[config.mk]
export PLATFORM = sky130hd
export DESIGN_NAME = dec_grant_arbiter
export DESIGN_NICKNAME = d
export VERILOG_FILES = /design/src/rtl/dec_grant_arbiter.sv
export SDC_FILE = /design/constraint.sdc
export NUM_CORES = 1
export LEC_CHECK = 0
export CAP_MARGIN = 20
export CORE_MARGIN = 2
export CORE_UTILIZATION = 40
export DETAILED_ROUTE_END_ITERATION = 6
export GPL_ROUTABILITY_DRIVEN = 0
export PLACE_DENSITY = 0.8
export SYNTH_ARGS = -nofsm -noshare
export SYNTH_HDL_FRONTEND = slang
export SYNTH_SLANG_ARGS = --single-unit
export TNS_END_PERCENT = 50
[constraint.sdc]
create_clock -name clk -period 1.6 [get_ports clk]
set_input_delay 0.32 -clock clk [delete_from_list [all_inputs] [get_ports clk]]
set_output_delay 0.32 -clock clk [all_outputs]
set_load 0.005 [all_outputs]
[src/rtl/dec_grant_arbiter.sv]
// Four-client round-robin arbiter with a registered one-hot grant for a decoded shared resource.
// Optional hold-limit preemption is compiled in with `define ARB_HOLD_LIMIT_EN.
module dec_grant_arbiter #(
  parameter int unsigned MAX_HOLD = 8
) (
  input  logic       clk,
  input  logic       rst,
  input  logic       en,
  input  logic [3:0] req,
  output logic [3:0] gnt,
  output logic [1:0] gnt_idx,
  output logic       gnt_valid,
  output logic       preempt
);

  if (MAX_HOLD < 1 || MAX_HOLD > 255) begin : g_max_hold_range
    $error("dec_grant_arbiter: MAX_HOLD must be in 1..255");
  end

  typedef enum logic {IDLE, GRANT} state_t;

  state_t     state_q, state_d;
  logic [1:0] ptr_q, ptr_d;
  logic [3:0] gnt_q, gnt_d;
  logic [1:0] idx_q, idx_d;
  logic       valid_q, valid_d;
  logic       preempt_q, preempt_d;

`ifdef ARB_HOLD_LIMIT_EN
  localparam logic [7:0] HOLD_SAT = 8'(MAX_HOLD - 1);
  logic [7:0] hold_cnt_q, hold_cnt_d;
`endif

  logic       win_found;
  logic [1:0] win_idx;
  logic       owner_req;
  logic       others_pending;
  logic       take;

  // Scan from ptr downward in priority so the lowest offset from ptr is written last and wins.
  always_comb begin : winner_search
    win_found = 1'b0;
    win_idx   = ptr_q;
    for (int i = 3; i >= 0; i--) begin
      if (req[ptr_q + 2'(i)]) begin
        win_found = 1'b1;
        win_idx   = ptr_q + 2'(i);
      end
    end
  end

  assign owner_req      = |(req & gnt_q);
  assign others_pending = |(req & ~gnt_q);

  always_comb begin : next_state
    // NOTE: every signal assigned here gets a default first so no path leaves it unassigned (no latch).
    state_d   = state_q;
    ptr_d     = ptr_q;
    gnt_d     = gnt_q;
    idx_d     = idx_q;
    valid_d   = valid_q;
    preempt_d = 1'b0;
    take      = 1'b0;
`ifdef ARB_HOLD_LIMIT_EN
    hold_cnt_d = hold_cnt_q;
`endif

    if (!en) begin
      state_d = IDLE;
      gnt_d   = 4'b0000;
      idx_d   = 2'd0;
      valid_d = 1'b0;
    end else begin
      unique case (state_q)
        IDLE: take = win_found;
        GRANT: begin
          if (owner_req) begin
`ifdef ARB_HOLD_LIMIT_EN
            // ptr already points past the owner, so with others pending the winner is never the owner.
            if (others_pending && hold_cnt_q == HOLD_SAT) begin
              take      = 1'b1;
              preempt_d = 1'b1;
            end else if (hold_cnt_q != HOLD_SAT) begin
              hold_cnt_d = hold_cnt_q + 8'd1;
            end
`endif
          end else if (win_found) begin
            take = 1'b1;
          end else begin
            state_d = IDLE;
            gnt_d   = 4'b0000;
            idx_d   = 2'd0;
            valid_d = 1'b0;
          end
        end
        default: state_d = IDLE;
      endcase
    end

    if (take) begin
      state_d = GRANT;
      gnt_d   = 4'b0001 << win_idx;
      idx_d   = win_idx;
      valid_d = 1'b1;
      ptr_d   = win_idx + 2'd1;
`ifdef ARB_HOLD_LIMIT_EN
      hold_cnt_d = 8'd0;
`endif
    end
  end

`ifndef ARB_HOLD_LIMIT_EN
  logic unused_others;
  assign unused_others = others_pending;
`endif

  // NOTE: state uses non-blocking assignments so all flops update together from pre-edge values.
  always_ff @(posedge clk or posedge rst) begin
    if (rst) begin
      state_q    <= IDLE;
      ptr_q      <= 2'd0;
      gnt_q      <= 4'b0000;
      idx_q      <= 2'd0;
      valid_q    <= 1'b0;
      preempt_q  <= 1'b0;
`ifdef ARB_HOLD_LIMIT_EN
      hold_cnt_q <= 8'd0;
`endif
    end else begin
      state_q    <= state_d;
      ptr_q      <= ptr_d;
      gnt_q      <= gnt_d;
      idx_q      <= idx_d;
      valid_q    <= valid_d;
      preempt_q  <= preempt_d;
`ifdef ARB_HOLD_LIMIT_EN
      hold_cnt_q <= hold_cnt_d;
`endif
    end
  end

  assign gnt       = gnt_q;
  assign gnt_idx   = idx_q;
  assign gnt_valid = valid_q;
  assign preempt   = preempt_q;

endmodule

==> flow_results.xml, run 1 <==
<?xml version="1.0" encoding="UTF-8"?>
<metrics>
  <group name="die">
    <metric name="fp.dieW" unit="µm">42.2</metric>
    <metric name="starting_density_of_the_core" unit="%">43.7</metric>
    <metric name="die_area" unit="mm²">0.00178</metric>
    <metric name="floorplan_die_height" unit="µm">42.2</metric>
    <metric name="io-pin-count" unit="">15</metric>
    <metric name="fp-row-count" unit="">13</metric>
    <metric name="core_area" unit="mm²">0.00133</metric>
  </group>
  <group name="setup_path">
    <metric name="end_kind" unit="">register</metric>
    <metric name="worst_r2r_path_depth" unit="">5</metric>
    <metric name="worst_r2r_startpoint" unit="">ptr_q[1]$_DFFE_PP0P_</metric>
    <metric name="timing.reg2reg.setup_slack" unit="ns">-0.15</metric>
    <metric name="timing.critical_path.slowest_stage_cell" unit="">or4_4</metric>
    <metric name="timing.critical_path.arrival" unit="ns">1.90</metric>
    <metric name="required" unit="ns">1.75</metric>
    <metric name="worst-path-max-fanout" unit="">3</metric>
    <metric name="crit_path_cell_trace" unit="">and3b_2 -&gt; or4_4 -&gt; nand2_4 -&gt; ha_4 -&gt; mux2_4</metric>
    <metric name="ws_path_type" unit="">register to register</metric>
    <metric name="startpoint" unit="">ptr_q[1]$_DFFE_PP0P_</metric>
    <metric name="critical-path-max-stage-delay" unit="ns">0.49</metric>
    <metric name="start_kind" unit="">register</metric>
  </group>
  <group name="yosys">
    <metric name="synth-async-reset-ratio" unit="%">100</metric>
    <metric name="synth.lib_cells_used.distinct" unit="">25</metric>
    <metric name="synth-seq-area-share" unit="%">42.9</metric>
    <metric name="syn_avg_cell_area" unit="µm²">11.4</metric>
    <metric name="yosys.cell_count.top_type" unit="">dfrtp_1</metric>
    <metric name="synth_enable_flop_cells" unit="">0</metric>
    <metric name="netlist_top_cells_count" unit="">dfrtp_1 (10), a22o_1 (6), ha_1 (4), inv_1 (4), nor2b_1 (3)</metric>
    <metric name="synth_top_cell_area_share" unit="%">42.9</metric>
    <metric name="postSynth.topFlopCell" unit="">dfrtp_1</metric>
    <metric name="synth_top_cell_by_area" unit="">dfrtp_1</metric>
    <metric name="syn_nets" unit="">62</metric>
    <metric name="yosys_warnings" unit="">0</metric>
    <metric name="post_synth_main_area_contributors" unit="">dfrtp_1 (43%), a22o_1 (9.0%), ha_1 (8.6%), mux2_4 (5.2%), nor2b_1 (3.2%)</metric>
    <metric name="ys_ff_latch" unit="">10</metric>
    <metric name="synth_area" unit="µm²">583</metric>
    <metric name="synthesized_instance_count" unit="">51</metric>
  </group>
  <group name="sta">
    <metric name="min_period_over_period" unit="%">109</metric>
    <metric name="timing.clock.skew" unit="ns">0.00286</metric>
    <metric name="maximum_achievable_frequency" unit="GHz">0.572</metric>
    <metric name="hold_violations" unit="">0</metric>
    <metric name="slew_viol_final" unit="">0</metric>
    <metric name="unrepaired_setup_endpoints_after_global_routing" unit="">yes</metric>
    <metric name="layout_min_cycle_time" unit="ns">1.75</metric>
    <metric name="setup_ws" unit="ns">-0.148</metric>
    <metric name="setup-violations-final" unit="">3</metric>
  </group>
  <group name="layout">
    <metric name="num-fill-cells" unit="">98</metric>
    <metric name="finish.net_count" unit="">91</metric>
    <metric name="synthToLayoutAreaGrowth" unit="%">53.9</metric>
    <metric name="antenna_cells" unit="">0</metric>
    <metric name="drive_gt1_share" unit="%">44.3</metric>
    <metric name="seqCellArea" unit="µm²">250</metric>
    <metric name="multiInputGateArea" unit="µm²">353</metric>
  </group>
  <group name="outcome">
    <metric name="status" unit="">finished, violations left</metric>
    <metric name="failing_checks" unit="">negative setup slack</metric>
  </group>
  <group name="clocking">
    <metric name="cts.root.buffer_cell" unit="">clkbuf_4</metric>
    <metric name="cts_max_level" unit="">1</metric>
    <metric name="post_cts_hold_buffer_count" unit="">0</metric>
    <metric name="tritoncts_clock_tree" unit="">done</metric>
    <metric name="cts.clk_slew.worst_paths" unit="ns">0.06</metric>
    <metric name="cts_buffers" unit="">3</metric>
    <metric name="cts_sinks" unit="">10</metric>
    <metric name="clk_latency" unit="ns">0.26</metric>
    <metric name="cts-root-to-sink-buffers" unit="">2</metric>
  </group>
  <group name="min_path">
    <metric name="holdCritPathClass" unit="">primary input to asynchronous set/reset pin</metric>
  </group>
  <group name="grt">
    <metric name="first_pass_grt_wire_length" unit="mm">2.58</metric>
    <metric name="grt_max_degree" unit="">11</metric>
    <metric name="via_count_of_the_first_global_routing_pass" unit="">549</metric>
    <metric name="grt_remaining_overflow" unit="">0</metric>
    <metric name="grt_antenna_before_repair" unit="">0</metric>
    <metric name="globalRouteTotalUtil" unit="%">19.8</metric>
  </group>
  <group name="placement">
    <metric name="io_port_bufs" unit="">13</metric>
    <metric name="place.detailed.hpwl" unit="mm">1.00</metric>
    <metric name="place_ws" unit="ns">-0.571</metric>
  </group>
  <group name="detailed_routing">
    <metric name="postRouteWirelength" unit="mm">1.45</metric>
    <metric name="wire_per_inst" unit="µm">15.4</metric>
    <metric name="avgViaCountPerCell" unit="">5.39</metric>
    <metric name="number_of_routed_nets_with_antenna_violations" unit="">0</metric>
    <metric name="first_iter_violations" unit="">12</metric>
    <metric name="dr_pass1_iterations" unit="">6</metric>
    <metric name="drc_violations_left" unit="">0</metric>
    <metric name="via_count" unit="">507</metric>
  </group>
  <group name="power">
    <metric name="pwr_density_cell" unit="mW/mm²">1410</metric>
    <metric name="clkPwrFrac" unit="%">17.6</metric>
    <metric name="netSwitchingFraction" unit="%">33.3</metric>
    <metric name="total_power" unit="µW">1270</metric>
    <metric name="internal_power" unit="µW">844</metric>
    <metric name="seqPwrFrac" unit="%">30.4</metric>
    <metric name="leakagePower" unit="µW">0.000433</metric>
    <metric name="total_switching_power" unit="µW">422</metric>
    <metric name="ir_drop" unit="mV">0.768</metric>
    <metric name="p_comb_share" unit="%">52.1</metric>
  </group>
  <group name="job">
    <metric name="cap_violations" unit="">0</metric>
  </group>
</metrics>
[layout by cell type, fill, tap and decap left out, types with 2 or more instances in the layout]
| cell type | count |
|---|---|
| inv_1 | 2 |
| or4_4 | 2 |
| ha_1 | 2 |
| dfrtp_1 | 10 |
| clkbuf_4 | 3 |
| buf_6 | 4 |
| a22oi_1 | 2 |
| ha_4 | 2 |
| mux2_4 | 2 |
| nor2_1 | 2 |
| a22o_1 | 6 |
| buf_4 | 8 |
| nor2b_1 | 3 |
| inv_2 | 2 |
| clkbuf_2 | 2 |
| clkdlybuf4s50_1 | 9 |
[critical path, delay by kind of cell, from the launching register on]
kind / cells / cell delay [ns]
flops: 1 / 0.39
simple gates: 3 / 0.80
mux: 1 / 0.25
fa+ha+maj: 1 / 0.19
[power groups by stage]
stage	sequential (µW)	clock, µW	combinational, µW
final	384	223	659
after global routing	396	240	718
after floorplan	389	0	264
after detailed placement	392	0	532
after CTS	384	230	619
after global placement	387	0	521
[path summary, 6_finish.rpt]
check,to
setup / recovery,ptr_q[1]$_DFFE_PP0P_
hold / removal,gnt[0]$_DFFE_PP0P_
setup reg to reg,ptr_q[1]$_DFFE_PP0P_
hold reg to reg,gnt_valid$_DFFE_PP0P_
max in group asynchronous,gnt_idx[1]$_DFFE_PP0P_
min in group clk,gnt_valid$_DFFE_PP0P_
[state kept, by name, indices dropped and copies added (netlist names)]
| signal | flops |
|---|---|
| gnt | 4 |
| gnt_idx | 2 |
| ptr_q | 2 |
| gnt_valid | 1 |
| state_q | 1 |
[layout make-up]
class | instances | area share, %
multi-input cells | 36 | 39.3
inverters | 4 | 1.67
well taps | 15 | 2.09
repair buffers | 25 | 25.0
flip-flops and latches | 10 | 27.9
clock buffers | 4 | 4.04
[repair_timing]
item / CTS / global route
gates cloned: 1 / 0
pin swaps: 3 / 6
buffers inserted: 2 / 1
resized for setup: 13 / 11
endpoints found under the setup margin: 9 / 8
[cell families (layout without fill, tap and decap cells)]
| family | count (synthesis) | in the layout | share of synthesized area [%] |
|---|---|---|---|
| AOI/OAI and AO/OA | 16 | 16 | 22.1 |
| adders and majority gates | 4 | 4 | 8.58 |
| buffers and inverters | 6 | 33 | 5.79 |
| DFF | 10 | 10 | 42.9 |
| muxes | 2 | 2 | 5.15 |
| other | 1 | 1 | 0.643 |
| and+or+nand+nor | 12 | 13 | 14.8 |
[per-layer routing]
layer / GRT usage [%] / share of wire [%] / vias to the layer above
li1: - / - / 240
met1: 23.8 / 43 / 249
met2: 29.2 / 48 / 14
met3: 10.3 / 6.3 / 4
met4: 8.75 / 1.7 / 0
met5: 0 / 0 / -
[metrics by stage]
step           std cells  hold slack [ns]  setup TNS [ns]  util (%)  instance area [µm²]
3_3_place_gp          88            0.470           -4.49      59.8                  798
5_1_grt               94            0.367          -0.573      67.3                  897
6_report              94            0.328          -0.384      67.3                  897
4_1_cts               95            0.333          -0.661      66.6                  888
2_1_floorplan         51            0.160          -0.379         -                  586
3_5_place_dp          88            0.470           -4.65      59.8                  798
No activity file was read; power rests on OpenSTA's default activity.
==> inputs of run 2 (changes only) <==
HOLD_SLACK_MARGIN = 0.15   (was default)
==> results of run 2 <==
Same layout as run 1: the final DEF is identical, and so are final timing and power.
==> inputs of run 3 (changes only) <==
CORE_UTILIZATION = 30   (was 40)
GPL_TIMING_DRIVEN = 0   (was default)
PLACE_DENSITY = 0.65   (was 0.8)
==> run 3 against run 2 <==
The flow still finishes with violations (negative setup slack). Global-route usage down 9.0 points. Clock power down 28%. Via count down 10%. Flip-flop and latch count unchanged. Maximum frequency up 1.2%. Total power down 19%. Worst setup slack better by 0.020 ns. Utilization down 24 points. Die area up 30%. Critical path depth unchanged. Clock skew down 0.0014 ns. Largest power group unchanged.
==> flow_results.xml, run 3 (same netlist as run 1, synthesis figures left out) <==
<?xml version="1.0" encoding="UTF-8"?>
<metrics>
  <group name="detailed_routing">
    <metric name="detailed_route_wirelength_on_metal3" unit="µm">45</metric>
    <metric name="number_of_routed_nets_with_antenna_violations" unit="">0</metric>
    <metric name="via_count" unit="">454</metric>
    <metric name="first_iter_violations" unit="">5</metric>
    <metric name="dr.max_layer_used" unit="">met4</metric>
    <metric name="dr_pass1_iterations" unit="">4</metric>
    <metric name="postRouteWirelength" unit="mm">1.15</metric>
    <metric name="avgViaCountPerCell" unit="">4.83</metric>
    <metric name="drc_violations_left" unit="">0</metric>
    <metric name="routed-wl-met2" unit="µm">566</metric>
    <metric name="wire_per_inst" unit="µm">12.2</metric>
    <metric name="wl_met1" unit="µm">524</metric>
  </group>
  <group name="placement">
    <metric name="io_port_bufs" unit="">13</metric>
    <metric name="place.detailed.hpwl" unit="µm">851</metric>
    <metric name="dpl-instance-area" unit="µm²">747</metric>
  </group>
  <group name="clocking">
    <metric name="cts-root-to-sink-buffers" unit="">2</metric>
    <metric name="cts_sinks" unit="">10</metric>
    <metric name="cts_max_level" unit="">1</metric>
    <metric name="cts.clk_slew.worst_paths" unit="ns">0.06</metric>
    <metric name="cts.root.buffer_cell" unit="">clkbuf_4</metric>
    <metric name="clk_latency" unit="ns">0.25</metric>
    <metric name="tritoncts_clock_tree" unit="">done</metric>
    <metric name="cts_buffers" unit="">3</metric>
    <metric name="post_cts_hold_buffer_count" unit="">0</metric>
  </group>
  <group name="sta">
    <metric name="setup-violations-final" unit="">3</metric>
    <metric name="hold_violations" unit="">0</metric>
    <metric name="maximum_achievable_frequency" unit="GHz">0.579</metric>
    <metric name="slew_viol_final" unit="">0</metric>
    <metric name="min_period_over_period" unit="%">108</metric>
    <metric name="unrepaired_setup_endpoints_after_global_routing" unit="">yes</metric>
    <metric name="timing.clock.skew" unit="ns">0.00145</metric>
    <metric name="setup_ws" unit="ns">-0.128</metric>
    <metric name="layout_min_cycle_time" unit="ns">1.73</metric>
  </group>
  <group name="grt">
    <metric name="globalRouteTotalUtil" unit="%">10.8</metric>
    <metric name="via_count_of_the_first_global_routing_pass" unit="">357</metric>
    <metric name="grt_max_degree" unit="">11</metric>
    <metric name="grt_antenna_before_repair" unit="">0</metric>
    <metric name="grt_remaining_overflow" unit="">0</metric>
    <metric name="first_pass_grt_wire_length" unit="mm">1.70</metric>
  </group>
  <group name="setup_path">
    <metric name="timing.critical_path.arrival" unit="ns">1.86</metric>
    <metric name="ws_path_type" unit="">register to register</metric>
    <metric name="required" unit="ns">1.74</metric>
    <metric name="worst-path-max-fanout" unit="">3</metric>
    <metric name="end_kind" unit="">register</metric>
    <metric name="start_kind" unit="">register</metric>
  </group>
  <group name="layout">
    <metric name="num-fill-cells" unit="">172</metric>
    <metric name="layout_common_cells" unit="">dfrtp_1 (10), clkdlybuf4s50_1 (9), a22o_1 (6)</metric>
    <metric name="finish.net_count" unit="">82</metric>
    <metric name="postLayoutCoreUtil" unit="%">43.6</metric>
    <metric name="antenna_cells" unit="">0</metric>
    <metric name="synthToLayoutAreaGrowth" unit="%">33.5</metric>
    <metric name="drive_gt1_share" unit="%">29.0</metric>
    <metric name="final_design_area_no_fill" unit="µm²">778</metric>
    <metric name="largest_register_ff_count" unit="">4</metric>
    <metric name="mostFrequentLayoutCell" unit="">dfrtp_1</metric>
  </group>
  <group name="die">
    <metric name="core_area" unit="mm²">0.00178</metric>
    <metric name="io-pin-count" unit="">15</metric>
    <metric name="fp.dieW" unit="µm">48.1</metric>
    <metric name="starting_density_of_the_core" unit="%">32.7</metric>
    <metric name="fp-row-count" unit="">15</metric>
    <metric name="floorplan_die_height" unit="µm">48.1</metric>
    <metric name="die_area" unit="mm²">0.00231</metric>
  </group>
  <group name="outcome">
    <metric name="status" unit="">finished, violations left</metric>
    <metric name="failing_checks" unit="">negative setup slack</metric>
  </group>
  <group name="min_path">
    <metric name="holdCritPathClass" unit="">primary input to asynchronous set/reset pin</metric>
  </group>
  <group name="job">
    <metric name="cap_violations" unit="">0</metric>
  </group>
  <group name="power">
    <metric name="leakagePower" unit="µW">0.000378</metric>
    <metric name="ir_drop" unit="mV">0.408</metric>
    <metric name="pwr_density_cell" unit="mW/mm²">1320</metric>
  </group>
</metrics>
## run 3: final cells by class
class | count | area (µm²) | area share (%)
multi-input combinational | 35 | 310 | 39.9
sequential | 10 | 250 | 32.2
inverter | 4 | 15.0 | 1.93
clock buffer | 3 | 22.5 | 2.89
timing repair buffer | 15 | 130 | 16.7
tap | 25 | 31.3 | 4.02
buffer | 2 | 18.8 | 2.41
## run 3: power breakdown
part           internal (µW)  total (µW)  switching (µW)
logic                    286         481             194
registers                328         388            59.7
clock network           86.3         161            75.0
total                    700        1030             329
## run 3: final timing paths
kind	endpoint	startpoint	slack (ns)	cells past startpoint
min in group clk	gnt_valid$_DFFE_PP0P_	gnt_valid$_DFFE_PP0P_	0.48	1
setup / recovery	ptr_q[1]$_DFFE_PP0P_	ptr_q[1]$_DFFE_PP0P_	-0.13	5
hold / removal	gnt[1]$_DFFE_PP0P_	rst	0.35	2
hold reg to reg	gnt_valid$_DFFE_PP0P_	gnt_valid$_DFFE_PP0P_	0.48	1
setup reg to reg	ptr_q[1]$_DFFE_PP0P_	ptr_q[1]$_DFFE_PP0P_	-0.13	5
max in group asynchronous	state_q$_DFF_PP0_	rst	0.97	2
## run 3: critical path, cell delays in order (launching register included)
cell and delay [ns]:
dfrtp_1 0.37, and3b_2 0.20, or4_4 0.49, nand2_4 0.08, ha_1 0.22, mux2_4 0.26
## run 3: per-stage QoR
step | power [µW] | hold WS, ns | setup slack, ns | setup TNS, ns | instances
after floorplan | 653 | 0.160 | -0.158 | -0.379 | 51
after global placement | 820 | 0.461 | -0.736 | -5.40 | 89
after detailed placement | 826 | 0.472 | -0.773 | -5.71 | 89
after CTS | 1040 | 0.351 | -0.142 | -0.293 | 94
after global routing | 1110 | 0.378 | -0.154 | -0.332 | 94
final | 1030 | 0.347 | -0.128 | -0.252 | 94
## run 3: repair_timing
action | in CTS | in global routing
pin swaps | 2 | 1
setup buffers | 2 | 0
gates resized for setup | 16 | 0
setup endpoints to repair | 9 | 4
gates cloned | 0 | 0
## run 3: per-layer routing
metal	global-route usage, %	up-vias
met4	4.86	0
li1	-	222
met5	0	-
met3	2.26	2
met1	13.7	217
met2	17.3	13
